===== src/rtl/pcie_tx_rdreq_engine_if.sv =====
// AXI-Stream TX bus toward the PCIe endpoint core (128-bit Xilinx style).
// master = TLP source (engine), slave = core.
interface pcie_tx_rdreq_engine_if #(
   parameter int P_DATA_WIDTH = 128,
   parameter int P_KEEP_WIDTH = P_DATA_WIDTH/8
);
   logic                    s_axis_tx_tready;
   logic [P_DATA_WIDTH-1:0] s_axis_tx_tdata;
   logic [P_KEEP_WIDTH-1:0] s_axis_tx_tkeep;
   logic                    s_axis_tx_tlast;
   logic                    s_axis_tx_tvalid;

   modport master (
      input  s_axis_tx_tready,
      output s_axis_tx_tdata, s_axis_tx_tkeep, s_axis_tx_tlast, s_axis_tx_tvalid
   );
   modport slave (
      output s_axis_tx_tready,
      input  s_axis_tx_tdata, s_axis_tx_tkeep, s_axis_tx_tlast, s_axis_tx_tvalid
   );
endinterface


===== src/rtl/pcie_tx_rdreq_engine.sv =====
// Multi-channel DMA read-request engine: round-robin client grant, MRRS splitting
// into single-beat MRd TLPs (3DW/4DW header), tag allocation from a free bitmap.
module pcie_tx_rdreq_engine #(
   parameter int P_DATA_WIDTH = 128,
   parameter int P_KEEP_WIDTH = P_DATA_WIDTH/8,
   parameter int P_CHANNELS   = 4,
   parameter int P_TAG_BITS   = 5,
   parameter int P_MAX_RD_DW  = 128
)(
   input  logic                      i_clk,
   input  logic                      i_rst_n,
   pcie_tx_rdreq_engine_if.master    tx,
   input  logic [15:0]               completer_id,
   input  logic [P_CHANNELS-1:0]     ch_req_valid,
   input  logic [64*P_CHANNELS-1:0]  ch_req_addr,
   input  logic [10*P_CHANNELS-1:0]  ch_req_len,
   output logic [P_CHANNELS-1:0]     ch_req_ready,
   output logic [P_CHANNELS-1:0]     ch_done,
   output logic                      issue_valid,
   output logic [P_TAG_BITS-1:0]     issue_tag,
   output logic [3:0]                issue_ch,
   output logic [10:0]               issue_len,
   input  logic                      tag_free_valid,
   input  logic [P_TAG_BITS-1:0]     tag_free_tag,
   output logic [P_TAG_BITS:0]       tags_outstanding
);
   localparam int NTAGS = 1 << P_TAG_BITS;
   localparam int CH_W  = (P_CHANNELS > 1) ? $clog2(P_CHANNELS) : 1;
   localparam int OFF_W = $clog2(P_MAX_RD_DW);

   typedef enum logic [1:0] {S_IDLE, S_SPLIT, S_SEND} state_t;
   typedef struct packed {
      logic [63:0]     addr;
      logic [10:0]     rem;
      logic [CH_W-1:0] ch;
   } req_t;

   state_t state_q, state_n;
   req_t   req_q;

   logic [CH_W-1:0]         last_grant_q, grant_idx;
   logic                    grant_any, req_hs, tx_hs;
   int                      rr_idx;
   logic [9:0]              len_raw;
   logic [NTAGS-1:0]        busy_q, busy_n;
   logic [P_TAG_BITS-1:0]   free_tag, tag_q;
   logic                    tag_avail;
   logic [10:0]             space, chunk_n, chunk_q;
   logic                    is4;
   logic [7:0]              tag8;
   logic [31:0]             dw0, dw1, dw2, dw3;
   logic [P_DATA_WIDTH-1:0] hdr_n, tdata_q;
   logic [P_KEEP_WIDTH-1:0] keep_n, tkeep_q;
   logic                    tlast_q, tvalid_q;

   assign tx.s_axis_tx_tdata  = tdata_q;
   assign tx.s_axis_tx_tkeep  = tkeep_q;
   assign tx.s_axis_tx_tlast  = tlast_q;
   assign tx.s_axis_tx_tvalid = tvalid_q;
   assign tx_hs  = tvalid_q & tx.s_axis_tx_tready;
   assign req_hs = |ch_req_ready;

   // Round-robin: scan downward so the channel nearest after last_grant wins.
   always_comb begin
      grant_any = 1'b0;
      grant_idx = last_grant_q;
      rr_idx    = 0;
      for (int i = P_CHANNELS; i >= 1; i--) begin
         rr_idx = (int'(last_grant_q) + i) % P_CHANNELS;
         if (ch_req_valid[CH_W'(rr_idx)]) begin
            grant_any = 1'b1;
            grant_idx = CH_W'(rr_idx);
         end
      end
   end

   assign len_raw = ch_req_len[10*grant_idx +: 10];

   always_comb begin
      free_tag  = '0;
      tag_avail = ~&busy_q;
      for (int t = NTAGS-1; t >= 0; t--)
         if (!busy_q[t]) free_tag = P_TAG_BITS'(t);
   end

   always_comb begin
      tags_outstanding = '0;
      for (int t = 0; t < NTAGS; t++)
         tags_outstanding = tags_outstanding + (P_TAG_BITS+1)'(busy_q[t]);
   end

   // Release first, then allocate: a stale release can never clear a fresh allocation.
   always_comb begin
      busy_n = busy_q;
      if (tag_free_valid) busy_n[tag_free_tag] = 1'b0;
      if (tx_hs)          busy_n[tag_q]        = 1'b1;
   end

   // Chunk stops at the next MRRS-aligned address, so it never crosses 4 KB.
   assign space   = 11'(P_MAX_RD_DW) - 11'(req_q.addr[OFF_W+1:2]);
   assign chunk_n = (req_q.rem < space) ? req_q.rem : space;

   always_comb begin
      is4  = |req_q.addr[63:32];
      tag8 = '0;
      tag8[P_TAG_BITS-1:0] = free_tag;
      dw0  = '0;
      dw0[9:0]   = chunk_n[9:0];
      dw0[30:24] = is4 ? 7'b01_00000 : 7'b00_00000;
      dw1  = {completer_id, tag8, (chunk_n == 11'd1) ? 4'h0 : 4'hF, 4'hF};
      dw2  = is4 ? req_q.addr[63:32] : {req_q.addr[31:2], 2'b00};
      dw3  = is4 ? {req_q.addr[31:2], 2'b00} : 32'h0;
      hdr_n  = P_DATA_WIDTH'({dw3, dw2, dw1, dw0});
      keep_n = is4 ? P_KEEP_WIDTH'(16'hFFFF) : P_KEEP_WIDTH'(16'h0FFF);
   end

   always_ff @(posedge i_clk or negedge i_rst_n)
      if (!i_rst_n) state_q <= S_IDLE;
      else          state_q <= state_n;

   always_comb begin
      state_n = state_q;
      case (state_q)
         S_IDLE:  if (req_hs)    state_n = S_SPLIT;
         S_SPLIT: if (tag_avail) state_n = S_SEND;
         S_SEND:  if (tx_hs)     state_n = (req_q.rem == chunk_q) ? S_IDLE : S_SPLIT;
         default:                state_n = S_IDLE;
      endcase
   end

   always_comb begin
      ch_req_ready = '0;
      if (i_rst_n && state_q == S_IDLE && grant_any)
         ch_req_ready[grant_idx] = 1'b1;
   end

   always_ff @(posedge i_clk or negedge i_rst_n) begin
      if (!i_rst_n) begin
         req_q        <= '0;
         last_grant_q <= CH_W'(P_CHANNELS-1);
         busy_q       <= '0;
         chunk_q      <= '0;
         tag_q        <= '0;
         tdata_q      <= '0;
         tkeep_q      <= '0;
         tlast_q      <= 1'b0;
         tvalid_q     <= 1'b0;
         ch_done      <= '0;
         issue_valid  <= 1'b0;
         issue_tag    <= '0;
         issue_ch     <= '0;
         issue_len    <= '0;
      end else begin
         issue_valid <= 1'b0;
         ch_done     <= '0;
         busy_q      <= busy_n;
         case (state_q)
            S_IDLE: if (req_hs) begin
               req_q.addr   <= ch_req_addr[64*grant_idx +: 64];
               req_q.rem    <= (len_raw == 10'd0) ? 11'd1024 : {1'b0, len_raw};
               req_q.ch     <= grant_idx;
               last_grant_q <= grant_idx;
            end
            S_SPLIT: if (tag_avail) begin
               tdata_q  <= hdr_n;
               tkeep_q  <= keep_n;
               tlast_q  <= 1'b1;
               tvalid_q <= 1'b1;
               chunk_q  <= chunk_n;
               tag_q    <= free_tag;
            end
            S_SEND: if (tx_hs) begin
               issue_valid <= 1'b1;
               issue_tag   <= tag_q;
               issue_ch    <= 4'(req_q.ch);
               issue_len   <= chunk_q;
               req_q.addr  <= req_q.addr + {51'b0, chunk_q, 2'b00};
               req_q.rem   <= req_q.rem - chunk_q;
               tvalid_q    <= 1'b0;
               if (req_q.rem == chunk_q) ch_done <= P_CHANNELS'(1) << req_q.ch;
            end
            default: ;
         endcase
      end
   end
endmodule


===== src/flat_wrapper.sv =====
// flat-port wrapper written by rule: the top's interface ports become plain ports
module pcie_tx_rdreq_engine_flat 
#(
   parameter int P_DATA_WIDTH = 128,
   parameter int P_KEEP_WIDTH = P_DATA_WIDTH/8,
   parameter int P_CHANNELS   = 4,
   parameter int P_TAG_BITS   = 5,
   parameter int P_MAX_RD_DW  = 128
)
  (i_clk, i_rst_n, completer_id, ch_req_valid, ch_req_addr, ch_req_len, ch_req_ready, ch_done, issue_valid, issue_tag, issue_ch, issue_len, tag_free_valid, tag_free_tag, tags_outstanding, tx_s_axis_tx_tready, tx_s_axis_tx_tdata, tx_s_axis_tx_tkeep, tx_s_axis_tx_tlast, tx_s_axis_tx_tvalid);
  pcie_tx_rdreq_engine_if #(.P_DATA_WIDTH(P_DATA_WIDTH), .P_KEEP_WIDTH(P_KEEP_WIDTH)) tx_i ();
  input  logic i_clk;
  input  logic i_rst_n;
  input  logic [15:0] completer_id;
  input  logic [P_CHANNELS-1:0] ch_req_valid;
  input  logic [64*P_CHANNELS-1:0] ch_req_addr;
  input  logic [10*P_CHANNELS-1:0] ch_req_len;
  output logic [P_CHANNELS-1:0] ch_req_ready;
  output logic [P_CHANNELS-1:0] ch_done;
  output logic issue_valid;
  output logic [P_TAG_BITS-1:0] issue_tag;
  output logic [3:0] issue_ch;
  output logic [10:0] issue_len;
  input  logic tag_free_valid;
  input  logic [P_TAG_BITS-1:0] tag_free_tag;
  output logic [P_TAG_BITS:0] tags_outstanding;
  input wire logic [$bits(tx_i.s_axis_tx_tready)-1:0] tx_s_axis_tx_tready;
  output wire logic [$bits(tx_i.s_axis_tx_tdata)-1:0] tx_s_axis_tx_tdata;
  output wire logic [$bits(tx_i.s_axis_tx_tkeep)-1:0] tx_s_axis_tx_tkeep;
  output wire logic [$bits(tx_i.s_axis_tx_tlast)-1:0] tx_s_axis_tx_tlast;
  output wire logic [$bits(tx_i.s_axis_tx_tvalid)-1:0] tx_s_axis_tx_tvalid;
  assign tx_i.s_axis_tx_tready = tx_s_axis_tx_tready;
  assign tx_s_axis_tx_tdata = tx_i.s_axis_tx_tdata;
  assign tx_s_axis_tx_tkeep = tx_i.s_axis_tx_tkeep;
  assign tx_s_axis_tx_tlast = tx_i.s_axis_tx_tlast;
  assign tx_s_axis_tx_tvalid = tx_i.s_axis_tx_tvalid;
  pcie_tx_rdreq_engine #(.P_DATA_WIDTH(P_DATA_WIDTH), .P_KEEP_WIDTH(P_KEEP_WIDTH), .P_CHANNELS(P_CHANNELS), .P_TAG_BITS(P_TAG_BITS), .P_MAX_RD_DW(P_MAX_RD_DW)) u_core (.i_clk(i_clk), .i_rst_n(i_rst_n), .tx(tx_i), .completer_id(completer_id), .ch_req_valid(ch_req_valid), .ch_req_addr(ch_req_addr), .ch_req_len(ch_req_len), .ch_req_ready(ch_req_ready), .ch_done(ch_done), .issue_valid(issue_valid), .issue_tag(issue_tag), .issue_ch(issue_ch), .issue_len(issue_len), .tag_free_valid(tag_free_valid), .tag_free_tag(tag_free_tag), .tags_outstanding(tags_outstanding));
endmodule

===== config.mk =====
export PLATFORM = sky130hd
export DESIGN_NAME = pcie_tx_rdreq_engine_flat
export DESIGN_NICKNAME = d
export VERILOG_FILES = /design/src/rtl/pcie_tx_rdreq_engine_if.sv /design/src/rtl/pcie_tx_rdreq_engine.sv /design/src/flat_wrapper.sv
export SDC_FILE = /design/constraint.sdc
export NUM_CORES = 1
export LEC_CHECK = 0
export ABC_AREA = 1
export CAP_MARGIN = 20
export CORE_MARGIN = 5
export CORE_UTILIZATION = 35
export CTS_BUF_LIST = sky130_fd_sc_hd__clkbuf_8 sky130_fd_sc_hd__clkbuf_16
export CTS_CLUSTER_SIZE = 30
export DETAILED_ROUTE_END_ITERATION = 12
export PLACE_DENSITY = 0.66
export SLEW_MARGIN = 20
export SYNTH_ARGS = -nofsm -noshare
export SYNTH_HDL_FRONTEND = slang
export SYNTH_SLANG_ARGS = --single-unit

===== constraint.sdc =====
create_clock -name i_clk -period 6.3 [get_ports i_clk]
set_clock_uncertainty 0.2 [all_clocks]
set_input_delay 0.945 -clock i_clk [delete_from_list [all_inputs] [get_ports i_clk]]
set_output_delay 0.945 -clock i_clk [all_outputs]
set_load 0.01 [all_outputs]

==> out/qor.csv <==
stage,metric,value,unit
global_routing,grt_pass1_wl,102000,µm
power,peakVddDrop,0.000694,V
sta,rsz0062_at_grt,yes,
sta,fin_tns_setup,-1970,ps
sta,post-route-period-util,108,%
layout,fillers,4409,
layout,regArea,5810,µm²
synth,yosysSeqAreaShare,37.4,%
run,maxCapViolations,0,
global_routing,antenna_found_initial,10,
global_routing,grt_overflow,0,
placement,dpl_cell_area,20500,µm²
die,io-pin-count,506,
die,core,44000,µm²
sta,fmax,147,MHz
synth,syn_area,15500,µm²
critical_path,required,5150,ps
cts,clock_path_buffers,3,
sta,maxSlewHeadroom,32.5,%
cts,root_buffer,clkbuf_16,
critical_path,crit_path_frequent_cell,fa_1,
critical_path,crit_chain,ha_1 -> inv_2 -> fa_1 -> inv_1 -> fa_1 -> fa_1 -> fa_1 -> fa_1 -> inv_2 -> fa_1 -> inv_2 -> fa_2 -> fa_2 -> a21oi_2 -> nor2_1 -> nor2_1 -> xnor2_1 -> buf_2,
synth,synth_area_per_cell,7.57,µm²
critical_path,end_kind,output port,
layout,final_area,21400,µm²
synth,yosysUniqueCellTypes,57,
cts,clk_latency,580,ps
global_routing,met1_usage,33.3,%
critical_path,critical_path.max_fanout,2,
critical_path,crit_slowest_cell,fa_1,
sta,fin_ws,-498,ps
critical_path,arrival,5650,ps
synth,synth_seq_cells,232,
detailed_routing,drtAntennaViolNets,0,
die,chipHeight,221,µm
power,p_leak,0.00908,µW
die,rows,77,
placement,portBuffers,469,
synth,synth.area.top_cells,"dfrtp_1 37%, nand2_1 12%, o21ai_0 6.8%",
run_status,violations,negative setup slack,
global_routing,first_global_vias,16500,
sta,finalSetupViolCount,5,
sta,finalHoldViolations,0,
global_routing,track_usage,27.4,%
layout,final_cell_mix,"511 x nand2_1, 462 x clkdlybuf4s50_1, 230 x dfrtp_1",
critical_path,start_kind,flop,
sta,worst_pin_slew,1010,ps
layout,multi_input_area,8200,µm²
detailed_routing,drc,0,
critical_path,critical-path-max-stage-delay,520,ps
cts,cts_tree,done,
synth,synth_warnings,0,
layout,area_delta_synth_final,38.2,%
synth,syn_inst,2049,
cts,cts_made_buffers,28,
layout,drive_gt1_share,6.17,%
placement,place_ws,-514,ps
layout,nets,2851,
sta,period_needed,6800,ps
placement,dp_hpwl,54800,µm
cts,htreeDepth,1,
run_status,outcome,finished with violations,
worst_hold_path,holdCritPathClass,input pin to asynchronous set/reset pin,
die,dieWidth,221,µm
synth,synth_top_cell_area_share,37.1,%
detailed_routing,first_iter_violations,1237,
cts,numClockSinks,232,
synth,synth_area_leader_cell,dfrtp_1,
global_routing,met3_usage,5.95,%
detailed_routing,drt-total-wl,69100,µm
critical_path,critPathKind,flop to output port,
placement,gp_congestion,0.963,
cts,clkTransAtPathRegs,60,ps
global_routing,top_usage_layer,met2,
power,powerDensity,591,nW/µm²
detailed_routing,viasPerCell,5.33,
die,start_util,35.2,%
global_routing,use_met2,46.9,%
layout,layout_commonest_cell,nand2_1,
detailed_routing,vias,16400,
die,die_area,48600,µm²
sta,drv_slew,0,
detailed_routing,wl_per_cell,22.4,µm
global_routing,grt_max_degree,128,
detailed_routing,firstDrtPassIters,6,
-- repair_timing --
action	CTS	global route
endpoints found under the hold margin	0	0
gates cloned	0	0
buffers inserted	4	2
endpoints found under the setup margin	6	6
resized for setup	32	5
hold buffers	0	0
pin swaps	5	4
-- power by group --
part	leakage, µW	total, µW	internal [µW]	switching, µW
combinational	0.00574	8430	3000	5430
sequential	0.00287	2620	2120	495
clock	0.000471	1630	940	689
total	0.00908	12700	6060	6610
-- stage by stage --
step | util, % | power, µW | cells | hold slack, ps
final | 48.7 | 12700 | 3082 | 66.5
after global routing | 48.7 | 13600 | 3081 | 95.5
after CTS | 48.6 | 12600 | 3071 | 73.9
after detailed placement | 46.5 | 10800 | 3017 | 264
after global placement | 46.5 | 10700 | 3017 | 256
after floorplan | - | 7570 | 2076 | 255
-- layer usage --
metal / vias up / part of all wire, % / wire (µm)
li1: 7720 / - / -
met1: 7921 / 39 / 27200
met2: 649 / 49 / 34200
met3: 133 / 7.1 / 4880
met4: 2 / 4.2 / 2880
met5: - / 0.019 / 13
-- final timing paths --
check                                               from                       endpoint  slack, ps  depth (start not counted)
min reg2reg                u_core.tx.s_axis_tx_tdata[62]  u_core.tx.s_axis_tx_tdata[62]        280                          2
max in group asynchronous                        i_rst_n                u_core.req_q[2]       3910                          3
max                                     u_core.busy_q[0]            tags_outstanding[4]       -500                         18
min in group i_clk         u_core.tx.s_axis_tx_tdata[62]  u_core.tx.s_axis_tx_tdata[62]        280                          2
max reg2reg                             u_core.req_q[16]  u_core.tx.s_axis_tx_tdata[39]       2270                         16
min                                              i_rst_n              u_core.busy_q[11]         70                          1
-- layout make-up --
cell class,instances,share of cell area [%]
clock inverter,19,0.764
clock buffer,32,3.52
tap,592,3.45
antenna,10,0.117
timing repair buffer,499,23.0
sequential,232,27.1
multi-input combinational,1485,38.2
inverter,213,3.77
-- Yosys cell counts (all sizes together) --
| cell | count |
|---|---|
| dfrtp | 230 |
| a2bb2oi | 8 |
| o21a | 34 |
| nor2 | 103 |
| nor4 | 22 |
| nand4 | 75 |
| nand3 | 66 |
| o22ai | 4 |
| a21boi | 2 |
| nor3b | 1 |
| fa | 26 |
| a22oi | 86 |
| clkinv | 6 |
| a31oi | 10 |
| and2 | 1 |
| nor3 | 35 |
| or2 | 1 |
| dfstp | 2 |
| o31ai | 2 |
| a221oi | 3 |
| o21bai | 1 |
| mux2i | 1 |
| conb | 1 |
| o21ai | 228 |
| clkbuf | 44 |
| xor2 | 14 |
| o211ai | 34 |
| ha | 41 |
| o2111ai | 1 |
| inv | 207 |
| xnor2 | 5 |
| buf | 102 |
| nand2 | 517 |
| a32o | 1 |
| nand3b | 1 |
| a21oi | 133 |
| o41ai | 1 |
-- worst max-delay path: cells and delay by family (launching register included) --
family	cells	cell delay, ps
simple gates	2	160
fa+ha+maj	9	3950
buf+inv	5	330
compound gates	1	140
xor+xnor	1	130
flops	1	390
-- sequential cells by signal (all words and copies together) (netlist names) --
signal,flops
u_core.chunk_q,11
u_core.tx.s_axis_tx_tkeep,2
u_core.tx.s_axis_tx_tvalid,1
u_core.ch_done,4
u_core.tag_q,4
u_core.issue_tag,5
u_core.last_grant_q,2
u_core.tx.s_axis_tx_tdata,80
u_core.req_q,75
u_core.issue_len,11
u_core.busy_q,32
u_core.issue_ch,2
u_core.issue_valid,1
u_core.state_q,2
-- cell families after synthesis --
kind of cell	share of synthesized area [%]
flops	37.4
simple gates	23.2
buf+inv	10.6
compound gates	21.0
xor+xnor	1.07
fa+ha+maj	6.66
other cells	0.0242
mux	0.0645
Power figures use the tool's default switching activity.
